## config.mk

```make
export PLATFORM = sky130hd
export DESIGN_NAME = alu_flag_register
export DESIGN_NICKNAME = d
export VERILOG_FILES = /design/src/rtl/risc_kgp_pkg.sv /design/src/rtl/flag_pend_counter.sv /design/src/rtl/alu_flag_register.sv
export SDC_FILE = /design/constraint.sdc
export NUM_CORES = 1
export LEC_CHECK = 0
export CORE_AREA = 5 5 42 44
export DETAILED_ROUTE_END_ITERATION = 12
export DIE_AREA = 0 0 47 49
export DONT_BUFFER_PORTS = 1
export PLACE_DENSITY_LB_ADDON = 0.2
export SLEW_MARGIN = 20
export SYNTH_ARGS = -nofsm -noshare
export SYNTH_HDL_FRONTEND = slang
export SYNTH_SLANG_ARGS = --single-unit
```

## constraint.sdc

```tcl
create_clock -name i_clk -period 1.3 [get_ports i_clk]
set_input_delay 0.26 -clock i_clk [delete_from_list [all_inputs] [get_ports i_clk]]
set_output_delay 0.26 -clock i_clk [all_outputs]
set_load 0.005 [all_outputs]
```

## src/rtl/risc_kgp_pkg.sv

```systemverilog
// Shared RISC-KGP definitions: branch flag codes, flag bit layout and
// default datapath width.
package risc_kgp_pkg;

    localparam int DATA_W_DEF = 32;

    typedef enum logic [2:0] {
        FC_ALWAYS = 3'd0,
        FC_CARRY  = 3'd1,
        FC_NCARRY = 3'd2,
        FC_ZERO   = 3'd3,
        FC_SIGN   = 3'd4,
        FC_NZERO  = 3'd5
    } fcode_t;

    localparam int FLAG_C_BIT = 0;
    localparam int FLAG_Z_BIT = 1;
    localparam int FLAG_S_BIT = 2;
    localparam int FLAG_W     = 3;

    typedef logic [FLAG_W-1:0] flags_t;

    function automatic flags_t make_flags(
        input logic carry,
        input logic zero,
        input logic sign
    );
        flags_t f;
        f             = '0;
        f[FLAG_C_BIT] = carry;
        f[FLAG_Z_BIT] = zero;
        f[FLAG_S_BIT] = sign;
        return f;
    endfunction

endpackage

```

## src/rtl/flag_pend_counter.sv

```systemverilog
// Saturating count of outstanding flag-setting ops, with flush and
// overflow/underflow event outputs.
module flag_pend_counter #(
    parameter int MAX_PEND = 3
) (
    input  logic i_clk,
    input  logic i_rst_n,
    input  logic i_inc,
    input  logic i_dec,
    input  logic i_flush,
    output logic o_zero,
    output logic o_ovf,
    output logic o_udf
);

    localparam int CW = $clog2(MAX_PEND + 1);
    localparam logic [CW-1:0] MAXV = CW'(MAX_PEND);

    logic [CW-1:0] r_cnt;
    logic [CW-1:0] w_cnt_nxt;
    logic          w_at_max;
    logic          w_at_zero;

    assign w_at_max  = (r_cnt == MAXV);
    assign w_at_zero = (r_cnt == '0);

    // Underflow is flagged even under flush: the completion still had no owner.
    always_comb begin
        w_cnt_nxt = r_cnt;
        o_ovf     = 1'b0;
        o_udf     = i_dec & ~i_inc & w_at_zero;
        if (i_flush) begin
            w_cnt_nxt = '0;
        end else if (i_inc & ~i_dec) begin
            if (w_at_max) begin
                o_ovf = 1'b1;
            end else begin
                w_cnt_nxt = r_cnt + 1'b1;
            end
        end else if (i_dec & ~i_inc) begin
            if (!w_at_zero) begin
                w_cnt_nxt = r_cnt - 1'b1;
            end
        end
    end

    always_ff @(posedge i_clk or negedge i_rst_n) begin
        if (!i_rst_n) begin
            r_cnt <= '0;
        end else begin
            r_cnt <= w_cnt_nxt;
        end
    end

    assign o_zero = w_at_zero;

endmodule

```

## src/rtl/alu_flag_register.sv

```systemverilog
// Architectural carry/zero/sign flags with outstanding-op tracking so the
// branch unit only samples flags once every flag-setting op has committed.
module alu_flag_register
    import risc_kgp_pkg::*;
#(
    parameter int DATA_W   = DATA_W_DEF,
    parameter int MAX_PEND = 3
) (
    input  logic              i_clk,
    input  logic              i_rst_n,
    input  logic              i_issue,
    input  logic              i_alu_valid,
    input  logic              i_set_flags,
    input  logic [DATA_W-1:0] i_result,
    input  logic              i_carry,
    input  logic              i_flush,
    output logic              o_carry,
    output logic              o_zero,
    output logic              o_sign,
    output logic              o_flags_ready,
    output logic              o_err
);

    flags_t r_flags;
    logic   r_err;
    logic   w_cmpl;
    logic   w_pend_zero;
    logic   w_ovf;
    logic   w_udf;

    assign w_cmpl = i_alu_valid & i_set_flags;

    flag_pend_counter #(
        .MAX_PEND (MAX_PEND)
    ) u_pend (
        .i_clk   (i_clk),
        .i_rst_n (i_rst_n),
        .i_inc   (i_issue),
        .i_dec   (w_cmpl),
        .i_flush (i_flush),
        .o_zero  (w_pend_zero),
        .o_ovf   (w_ovf),
        .o_udf   (w_udf)
    );

    always_ff @(posedge i_clk or negedge i_rst_n) begin
        if (!i_rst_n) begin
            r_flags <= '0;
        end else if (w_cmpl) begin
            r_flags <= make_flags(i_carry, i_result == '0,
                                  i_result[DATA_W-1]);
        end
    end

    always_ff @(posedge i_clk or negedge i_rst_n) begin
        if (!i_rst_n) begin
            r_err <= 1'b0;
        end else if (w_ovf | w_udf) begin
            r_err <= 1'b1;
        end
    end

    assign o_carry       = r_flags[FLAG_C_BIT];
    assign o_zero        = r_flags[FLAG_Z_BIT];
    assign o_sign        = r_flags[FLAG_S_BIT];
    assign o_flags_ready = w_pend_zero;
    assign o_err         = r_err;

endmodule

```

After elaboration in Yosys (flattened, before gate mapping)
Index checks and enable logic that the tools add are counted.

Add/sub/neg operators: 2. Eq/ne operators: 3. Multiplexer cells: 8. Bitwise logic cells: 7. Reduce and logical (&&, ||, !) cells: 4.

Operators with widths (number): zero test 32 bit (1); 2-to-1 mux 2 bit (5); inequality test 3 bit (second input constant) (2); bitwise AND 1 bit (4); 2-to-1 mux 1 bit (3); AND reduction 3 bit (1); nonzero test 3 bit (1); adder 2 x 1 -> 2 bit (second input constant) (1); == test 2 bit (second input constant) (1); zero test 2 bit (1); NOT 1 bit (2); subtractor 2 x 1 -> 2 bit (second input constant) (1); bitwise OR 1 bit (1).

Register bits: 6. Output and inout port bits: 5. Logic and storage cells: 27.

Logic depth before layout (Yosys ltp)
Gate-level depths: netlist of run 1.

Depth in word-level cells: 6. Gate-level depth with buffers: 3. Gate-level depth less buffers: 3.

By module
Synthesis of run 1 repeated with hierarchy kept, for this count alone.

Cells, all modules: 36. Area total of the unflattened synthesis: 371.6 um2.

Modules (own cells, without submodules): alu_flag_register (times used 1, cells an instance 21, area an instance 240.2 um2); flag_pend_counter (times used 1, cells an instance 15, area an instance 131.4 um2).

Least setup slack after synthesis of run 1
OpenSTA, ideal clock, no wires.

Path type: reg2reg. Start: reg u_pend.r_cnt[0]. End: reg r_err (netlist: o_err). Setup time: 126 ps. Arrival time: 989 ps. Required time: 1174 ps. Slack: 184 ps. Stages on the path, launching flop included: 4. Path buffers: 0. Period minus slack after synthesis: 1116 ps. Cells stage by stage: dfrtp_1 -> and2_4 -> nor2b_4 -> a311o_1.

Cells in the longest elaborated chain, start to end: 5.

Ends and longest elaborated chain: from (decl) (RTL line flag_pend_counter.sv:19) `logic [CW-1:0] r_cnt;`; from (signal assigned) (RTL line flag_pend_counter.sv:51) `r_cnt <= w_cnt_nxt;`; == test 2 bit (RTL line flag_pend_counter.sv:24) `assign w_at_max = (r_cnt == MAXV);`; 2-to-1 mux 1 bit (RTL line flag_pend_counter.sv:35) `if (w_at_max) begin`; 2-to-1 mux 1 bit (RTL line flag_pend_counter.sv:34) `end else if (i_inc & ~i_dec) begin`; 2-to-1 mux 1 bit (RTL line flag_pend_counter.sv:32) `if (i_flush) begin`; bitwise OR 1 bit * (RTL line alu_flag_register.sv:58) `end else if (w_ovf | w_udf) begin`; to (signal assigned) (RTL line alu_flag_register.sv:57) `r_err <= 1'b0;`; to (signal assigned) (RTL line alu_flag_register.sv:59) `r_err <= 1'b1;`; to (decl) (RTL line alu_flag_register.sv:25) `logic r_err;`.

Every way passes the cells marked *; elsewhere a longest branch is shown, timed or not. A chain may end at the register's enable or synchronous reset.

Worst setup path in the final report of run 1
Ends and elaborated chain as after synthesis.

==> results.yml, run 1 <==
logic_synthesis:
  avgSynthCellArea_um2: 10.08
  synth_area_leaders: "dfrtp_1 44%, nor4_1 16%, mux2_2 6.6%"
  yosysWarnings: 0
  ys_seq_elements: 6
  syn_area_um2: 342.8
  netlist_instances: 34
  netlist-cell-type-count: 16
  netlist.area_leader.share: 0.4380
  synth_seq_area_share: 0.4380
  syn_nets: 73
  yosys.area.top_type: "dfrtp_1"
routing:
  drt_iter0_drc: 2
  drt-wirelength-per-cell_um: 18.80
  firstDrtPassIters: 2
  remaining_drc_errors: 0
  wl_um: 1015
  drt-vias-per-instance: 6.093
  ant_nets: 0
  dr_total_vias: 329
sta:
  slew_violations: 0
  clock_skew_ps: 4.230
  fmax_mhz: 842.8
  hold_slack_ps: 87.56
  fin_crit_sh: 0.9127
  setup_viol: 0
  relSlewSlack: 0.8063
  rsz0062_at_grt: "no"
  period_minus_slack_ps: 1187
  tightest_slew_ps: 289.9
  hold_viol_final: 0
  setup_tns_ps: 0
power:
  ir_worst_vdd_mv: 0.4943
  power-per-cell-area_nw_per_um2: 1081
  power.leakage_nw: 0.1354
  seqPwrFrac: 0.510
  power_frac_comb: 0.109
  p_sw_mw: 0.09510
  internal_power_mw: 0.3324
  p_sw_frac: 0.2224
  clkPwrFrac: 0.381
  p_total_mw: 0.4276
clock_tree:
  cts_inserted_buffers: 3
  cts_tree: "done"
  cts.clk_slew.worst_paths_ps: 40
  cts_num_sinks: 6
  root_buffer: "clkbuf_4"
  h-tree-depth: 1
  clk_path_buf_depth: 2
  cts_resized: 0
  clk_latency_ps: 240
  postCtsSetupBuffers: 0
floorplanning:
  row_count: 14
  ioPinCount: 44
  core-area_um2: 1401
  fp.dieW_um: 47
  die_h_um: 49
  die_area_um2: 2303
  start_util: 0.2446
finish:
  stdcell_count: 54
  final-seq-area_um2: 150.1
  fill_cells: 155
  diodes: 0
  multi_input_area_um2: 192.7
  fin_util: 0.2821
  syn_to_final_growth_pct: 15.33
  drive_gt1_frac: 0.1842
  layout.nets: 79
global_route:
  grt_pass1_vias: 402
  top_usage_layer: "met2"
  antenna_found_initial: 0
  grtUsageMet3: 0.08118
  grt.met1_usage: 0.08989
  grt_use_total: 0.09929
  grt_max_degree: 10
  gr-total-overflow: 0
  use_met2: 0.1516
  grt_pass1_wl_um: 1642
placement:
  dp_hpwl_um: 905.2
  gp_congestion: 0.6080
  dp.cells: 50
  port_buffers: 0
worst_setup_path:
  slowest_stage: "dfrtp_1"
  path_max_fanout: 7
  setup.worst_path.start_class: "flop"
  critPathMaxStageDelay_ps: 430
  critical_path.cell_chain: "and2_4, nor2b_4, a311o_1"
  cp.arrival_ps: 1300
  critPathCaptureType: "flop"
  worst_ep_required_time_ps: 1420
  crit_type: "reg2reg"
min_path:
  hold_class: "in2reg"
flow_run:
  cap_viol_max_count: 0
status:
  status: "finished clean"
==> cells in the final DEF, fill, tap and decap left out, drive strengths merged <==
cell type	netlist	final
nor2	1	1
and2	1	1
nand3b	1	1
nand4	2	2
dfrtp	6	6
dlygate4sd3	0	1
a21oi	2	2
nor4	9	9
o31ai	1	1
mux2	2	2
clkbuf	0	3
o21bai	1	1
a311o	1	1
nor2b	1	1
o21ai	2	2
nand2	2	2
nor3b	1	1
o211ai	1	1
==> state kept, by name, indices dropped and copies added (netlist names) <==
register / count
o_err: 1
r_flags: 3
u_pend.r_cnt: 2
==> worst max-delay path: cells and delay by family, from the launching register on <==
kind / cells / cell delay, ps
flops: 1 / 430
simple gates: 2 / 290
compound gates: 1 / 340
==> power by group through the flow <==
stage          clock network, mW  registers (mW)  logic, mW
2_1_floorplan                  0           0.216     0.0355
3_3_place_gp                   0           0.219     0.0389
3_5_place_dp                   0           0.221     0.0419
4_1_cts                    0.175           0.219     0.0478
5_1_grt                    0.195           0.221     0.0533
6_report                   0.163           0.218     0.0466
==> logic make-up (layout without fill, tap and decap cells) <==
kind of cell | Yosys count | count (layout) | synth area share
DFF | 6 | 6 | 0.4379
buffers and inverters | 0 | 4 | 0
muxes | 2 | 2 | 0.06569
and+or+nand+nor | 18 | 18 | 0.3431
AOI/OAI and AO/OA | 8 | 8 | 0.1533
==> layout make-up <==
class / instances / share of cell area
Clock buffer: 3 / 0.05696
Multi-Input combinational cell: 28 / 0.4873
Sequential cell: 6 / 0.3797
Timing Repair Buffer: 1 / 0.02532
Tap cell: 16 / 0.05063
==> stage by stage <==
stage | instance area (um2) | worst slack [ps]
2_1_floorplan | 342.8 | 184.3
3_3_place_gp | 362.8 | 173.1
3_5_place_dp | 362.8 | 110.8
4_1_cts | 395.4 | 108.2
5_1_grt | 395.4 | 82.56
6_report | 395.4 | 113.5
==> final timing paths <==
kind,start,to,slack (ps),cells past startpoint
setup reg to reg,u_pend.r_cnt[0],o_err,110,3
min in group asynchronous,i_rst_n,r_flags[1],330,1
hold / removal,i_flush,u_pend.r_cnt[0],90,1
setup / recovery,u_pend.r_cnt[0],o_err,110,3
hold reg to reg,r_flags[1],r_flags[1],520,2
max in group asynchronous,i_rst_n,u_pend.r_cnt[1],750,1
==> routing by layer <==
layer,wire length (um),share of wire,vias up
met5,0,0,-
met4,11,0.011,0
met3,142,0.14,2
met2,547,0.54,24
met1,314,0.31,153
li1,-,-,150
==> synth_stat cells <==
| library cell | count |
|---|---|
| nand4_1 | 2 |
| a311o_1 | 1 |
| o211ai_1 | 1 |
| o21bai_1 | 1 |
| nor3b_1 | 1 |
| a21oi_1 | 2 |
| o31ai_1 | 1 |
| nor4_1 | 9 |
| nand2_1 | 2 |
| o21ai_0 | 2 |
| nor2_1 | 1 |
| and2_4 | 1 |
| mux2_2 | 2 |
| nor2b_4 | 1 |
| dfrtp_1 | 6 |
| nand3b_1 | 1 |
==> timing repair <==
action                                 4_1_cts  5_1_grt
setup endpoints to repair                    0        0
endpoints found under the hold margin        6        0
hold buffers                                 1        0
No activity file was read; power rests on OpenSTA's default activity.
==> run 2: changes to the inputs <==
--- a/config.mk
+++ b/config.mk
@@ -5,10 +5,12 @@
 export SDC_FILE = /design/constraint.sdc
 export NUM_CORES = 1
 export LEC_CHECK = 0
-export CORE_AREA = 5 5 42 44
+export ABC_AREA = 1
+export CORE_AREA = 2 2 39 41
 export DETAILED_ROUTE_END_ITERATION = 12
-export DIE_AREA = 0 0 47 49
+export DIE_AREA = 0 0 41 43
 export DONT_BUFFER_PORTS = 1
+export HOLD_SLACK_MARGIN = 0.06
 export PLACE_DENSITY_LB_ADDON = 0.2
 export SLEW_MARGIN = 20
 export SYNTH_ARGS = -nofsm -noshare
==> run 2 against run 1 <==
  * Non-clock buffer count unchanged
  * Via count increased by 25%
  * Final area increased by 20%
  * Count of clock-buffer cells in the layout unchanged
  * Maximum frequency increased by 2.9%
  * Critical endpoint is now o_flags_ready
  * Core utilization increased by 6.1 points
  * Sequential share of layout area decreased by 6.3 points
  * Hold slack improved by 79 ps
  * Largest cell class unchanged
  * Register-to-register slack improved by 170 ps
==> results.yml, run 2 <==
global_route:
  antenna_found_initial: 0
  gr-total-overflow: 0
  grt_use_total: 0.09201
  grt_max_degree: 8
  grt_pass1_vias: 274
  grt_pass1_wl_um: 1014
finish:
  fill_cells: 148
  layout_commonest_cell: "nor2_1"
  syn_to_final_growth_pct: 12.46
  final_area_um2: 474.2
  final_cell_mix: "19 x nor2_1, 18 x nand2_1, 6 x dfrtp_1"
  largest_register_ffs: 3
  multi_input_area_um2: 252.7
  drive_gt1_frac: 0.1739
  layout.nets: 110
  final-seq-area_um2: 150.1
  stdcell_count: 85
  max_flop_register: "r_flags"
  diodes: 0
clock_tree:
  cts.clk_slew.worst_paths_ps: 50
  cts_tree: "done"
  clk_path_buf_depth: 2
  root_buffer: "clkbuf_4"
  clk_latency_ps: 240
  cts_inserted_buffers: 3
  cts_num_sinks: 6
  postCtsSetupBuffers: 0
  h-tree-depth: 1
  cts_resized: 0
floorplanning:
  start_util: 0.3047
  core-area_um2: 1384
  die_h_um: 43
  ioPinCount: 44
  die_area_um2: 1763
  fp.dieW_um: 41
  row_count: 14
sta:
  tightest_slew_ps: 261.6
  setup_viol: 0
  setup_tns_ps: 0
  rsz0062_at_grt: "no"
  fmax_mhz: 867.5
  slew_violations: 0
  relSlewSlack: 0.8250
  clock_skew_ps: 9.697
  period_minus_slack_ps: 1153
  fin_crit_sh: 0.8867
  hold_viol_final: 0
min_path:
  hold_class: "in2reg"
  min_path_cells: 1
logic_synthesis:
  ys_seq_elements: 6
  yosysMostFrequentCell: "nor2_1"
  async_reset_ff_frac: 1.000
  synth_common_cells: "19 x nor2_1, 18 x nand2_1, 6 x dfrtp_1"
  synth-edff-count: 0
  synth_seq_area_share: 0.3561
  netlist_instances: 65
  synth_area_leaders: "dfrtp_1 36%, nor2_1 17%, nand2_1 16%"
  syn_nets: 104
  synth_ff_type: "dfrtp_1"
  avgSynthCellArea_um2: 6.487
  syn_area_um2: 421.7
  netlist-cell-type-count: 15
  netlist.area_leader.share: 0.3561
  yosysWarnings: 0
  yosys.area.top_type: "dfrtp_1"
routing:
  firstDrtPassIters: 2
  drt-wirelength-per-cell_um: 9.506
  remaining_drc_errors: 0
  ant_nets: 0
  drt_iter0_drc: 1
  dr_total_vias: 411
  drt-vias-per-instance: 4.835
  wl_um: 808
worst_setup_path:
  worst_ep_required_time_ps: 1040
  path_max_fanout: 4
  rrSetupSlack_ps: 280
  ff2ff_path_depth: 8
  cp.arrival_ps: 890
  crit_type: "reg2out"
  setup.worst_path.start_class: "flop"
  critPathCaptureType: "primary output"
placement:
  placed_cell_area_um2: 441.7
  dp_hpwl_um: 712.5
  gp_congestion: 0.7416
  port_buffers: 0
  dp.cells: 81
power:
  p_total_mw: 0.4851
  ir_worst_vdd_mv: 0.5791
  power.leakage_nw: 0.2171
  power-per-cell-area_nw_per_um2: 1023
status:
  status: "finished clean"
flow_run:
  cap_viol_max_count: 0
-- run 2: changes by cell type in the layout (fill, tap and decap cells not counted), sizes merged, moves of 5 or more --
cell	previous run	this run
nand2	2	22
nor2	1	21
nor4	9	0
inv	0	5
-- run 2: per-layer routing --
layer | global-route usage | part of all wire
met5 | 0 | 0
met2 | 0.1250 | 0.43
met1 | 0.1020 | 0.39
met4 | 0.04000 | 0
met3 | 0.07330 | 0.17
-- run 2: what timing repair did --
action                                  4_1_cts  5_1_grt
endpoints found under the setup margin        0        0
endpoints found under the hold margin         6        0
hold buffers                                  1        0
-- run 2: path summary, 6_finish.rpt --
path | endpoint | start
setup / recovery | o_flags_ready | u_pend.r_cnt[0]
hold / removal | r_flags[2] | i_result[31]
setup reg to reg | u_pend.r_cnt[1] | u_pend.r_cnt[0]
hold reg to reg | o_err | o_err
max in group asynchronous | u_pend.r_cnt[1] | i_rst_n
min in group asynchronous | r_flags[2] | i_rst_n
-- run 2: per-stage QoR --
step	setup slack, ps	utilization	hold slack, ps
detailed placement	286.7	0.3192	-35.43
finish	147.3	0.3427	166.9
global route	55.31	0.3427	147.0
global placement	321.4	0.3192	-35.42
floorplan	360.4	-	-35.59
CTS	135.6	0.3427	158.8
-- run 2: layout make-up --
class | count | share of cell area
Inverter | 5 | 0.03958
Timing Repair Buffer | 1 | 0.02111
Clock buffer | 3 | 0.04749
Sequential cell | 6 | 0.3166
Tap cell | 16 | 0.04222
Multi-Input combinational cell | 54 | 0.5330
-- run 2: critical path, cell delays in order, from the launching register on --
cell	delay [ps]
dfrtp_1	380
inv_1	70
nand2_1	100
inv_1	110
-- run 2: power breakdown --
part | switching, mW | internal (mW) | total, mW
clock network | 0.0611 | 0.104 | 0.165
registers | 0.0157 | 0.209 | 0.225
logic | 0.0567 | 0.0385 | 0.0951
-- run 2: logic make-up (layout without fill, tap and decap cells) --
logic type	Yosys count	after routing	share of synthesized area
AO/OA/AOI/OAI	4	4	0.04746
AND/OR/NAND/NOR	48	48	0.4985
multiplexers	2	2	0.05341
flip-flops	6	6	0.3561
buffers and inverters	5	9	0.04449
==> run 3: changes to the inputs <==
--- a/config.mk
+++ b/config.mk
@@ -6,9 +6,9 @@
 export NUM_CORES = 1
 export LEC_CHECK = 0
 export ABC_AREA = 1
-export CORE_AREA = 2 2 39 41
+export CORE_AREA = 4 4 41 43
 export DETAILED_ROUTE_END_ITERATION = 12
-export DIE_AREA = 0 0 41 43
+export DIE_AREA = 0 0 45 47
 export DONT_BUFFER_PORTS = 1
 export HOLD_SLACK_MARGIN = 0.06
 export PLACE_DENSITY_LB_ADDON = 0.2
==> run 3 against run 2 <==
  * Combinational power is essentially flat
  * Clock skew shrank 5.6 ps
  * Maximum frequency shrank 1.1%
  * Die area grew 20%
  * Sequential power is essentially flat
  * Non-clock buffer count is the same
  * Highest routed layer unchanged
==> results.yml, run 3 (synthesized netlist as in run 2, its figures left out) <==
power:
  ir_worst_vdd_mv: 0.4466
  power-per-cell-area_nw_per_um2: 1035
  p_total_mw: 0.4895
  power.leakage_nw: 0.2171
sta:
  fin_crit_sh: 0.8965
  period_minus_slack_ps: 1165
  slew_violations: 0
  rsz0062_at_grt: "no"
  relSlewSlack: 0.8197
  fmax_mhz: 858.0
  setup_slack_ps: 134.5
  hold_slack_ps: 168.9
  setup_viol: 0
  setup_tns_ps: 0
  hold_viol_final: 0
  clock_skew_ps: 4.127
  tightest_slew_ps: 269.5
clock_tree:
  cts_resized: 0
  cts.clk_slew.worst_paths_ps: 50
  root_buffer: "clkbuf_4"
  cts_inserted_buffers: 3
  clk_latency_ps: 240
  h-tree-depth: 1
  cts_tree: "done"
  postCtsSetupBuffers: 0
  cts_num_sinks: 6
  clk_path_buf_depth: 2
placement:
  dp_hpwl_um: 866.9
  placed_cell_area_um2: 440.4
  dp.cells: 80
  gp_congestion: 0.6372
  pre_cts_ws_ps: 305.1
  port_buffers: 0
worst_setup_path:
  critPathMaxStageDelay_ps: 380
  critPathTopFamily: "flip-flops"
  cp-startpoint: "u_pend.r_cnt[0]"
  slowest_stage: "dfrtp_1"
  setup.worst_path.start_class: "flop"
  crit_type: "reg2out"
  crit_top_cell: "inv_1"
  reg2reg_to: "u_pend.r_cnt[1]"
  path_max_fanout: 4
  r2r-start: "u_pend.r_cnt[0]"
  rrSetupSlack_ps: 290
  crit_cells: 3
  crit_end: "o_flags_ready"
  ff2ff_path_depth: 8
  worst_ep_required_time_ps: 1040
  critical_path.cell_chain: "inv_1, nand2_1, inv_1"
  cp.arrival_ps: 910
  cp.buffers_inverters: 2
  critPathCaptureType: "primary output"
global_route:
  grt_pass1_vias: 352
  gr-total-overflow: 0
  grt_use_total: 0.08910
  antenna_found_initial: 0
  grt_max_degree: 8
  grt_pass1_wl_um: 1317
routing:
  drt-wirelength-per-cell_um: 11.57
  dr_total_vias: 407
  ant_nets: 0
  remaining_drc_errors: 0
  firstDrtPassIters: 2
  drt-vias-per-instance: 4.845
  wl_um: 972
  drt_iter0_drc: 3
flow_run:
  cap_viol_max_count: 0
finish:
  final_cell_mix: "19 x nor2_1, 18 x nand2_1, 6 x dfrtp_1"
  fin_util: 0.3635
  final_area_um2: 473.0
  stdcell_count: 84
  max_flop_register: "r_flags"
  syn_to_final_growth_pct: 12.17
  diodes: 0
  largest_register_ffs: 3
  drive_gt1_frac: 0.1739
  layout.nets: 110
  layout_commonest_cell: "nor2_1"
floorplanning:
  die_h_um: 47
  core-area_um2: 1301
  fp.dieW_um: 45
  die_area_um2: 2115
  row_count: 13
  start_util: 0.3240
  ioPinCount: 44
status:
  status: "finished clean"
min_path:
  min_from: "i_result[31]"
  hold_class: "in2reg"
run 3: timing repair:
| item | in CTS | in global routing |
|---|---|---|
| endpoints found under the setup margin | 0 | 0 |
| hold endpoints to repair | 6 | 0 |
| hold buffers | 1 | 0 |
run 3: power breakdown:
| part | switching (mW) | leakage (nW) | internal (mW) |
|---|---|---|---|
| Sequential | 0.0154 | 0.0717 | 0.209 |
| Clock | 0.0655 | 0.0138 | 0.104 |
| Combinational | 0.0568 | 0.132 | 0.0385 |
run 3: final cells by class:
cell class | instances | area (um2)
Sequential cell | 6 | 150.1
Fill cell | 154 | 828.3
Multi-Input combinational cell | 54 | 252.7
Clock buffer | 3 | 22.52
Inverter | 5 | 18.77
Tap cell | 15 | 18.77
Timing Repair Buffer | 1 | 10.01
run 3: routing by layer:
layer  up-vias  track usage  part of all wire  wire, um
li1        213            -                 -         -
met1       178      0.09977              0.37       357
met2        16       0.1356              0.52       504
met3         0      0.03448              0.11       110
met4         0      0.07018                 0         0
met5         -            0                 0         0
run 3: worst min-delay path by stage:
stage / to / slack (ps) / depth (start not counted)
finish: r_flags[2] / 170 / 1
global route: r_flags[2] / 160 / 1
CTS: r_flags[2] / 160 / 1
detailed placement: o_err / -40 / 0
global placement: o_err / -40 / 0
floorplan: o_err / -40 / 0
run 3: worst reg2reg max path, delay by kind of cell (launching register included):
| family | cells | cell delay, ps |
|---|---|---|
| and+or+nand+nor | 6 | 400 |
| buffers and inverters | 2 | 100 |
| DFF | 1 | 380 |
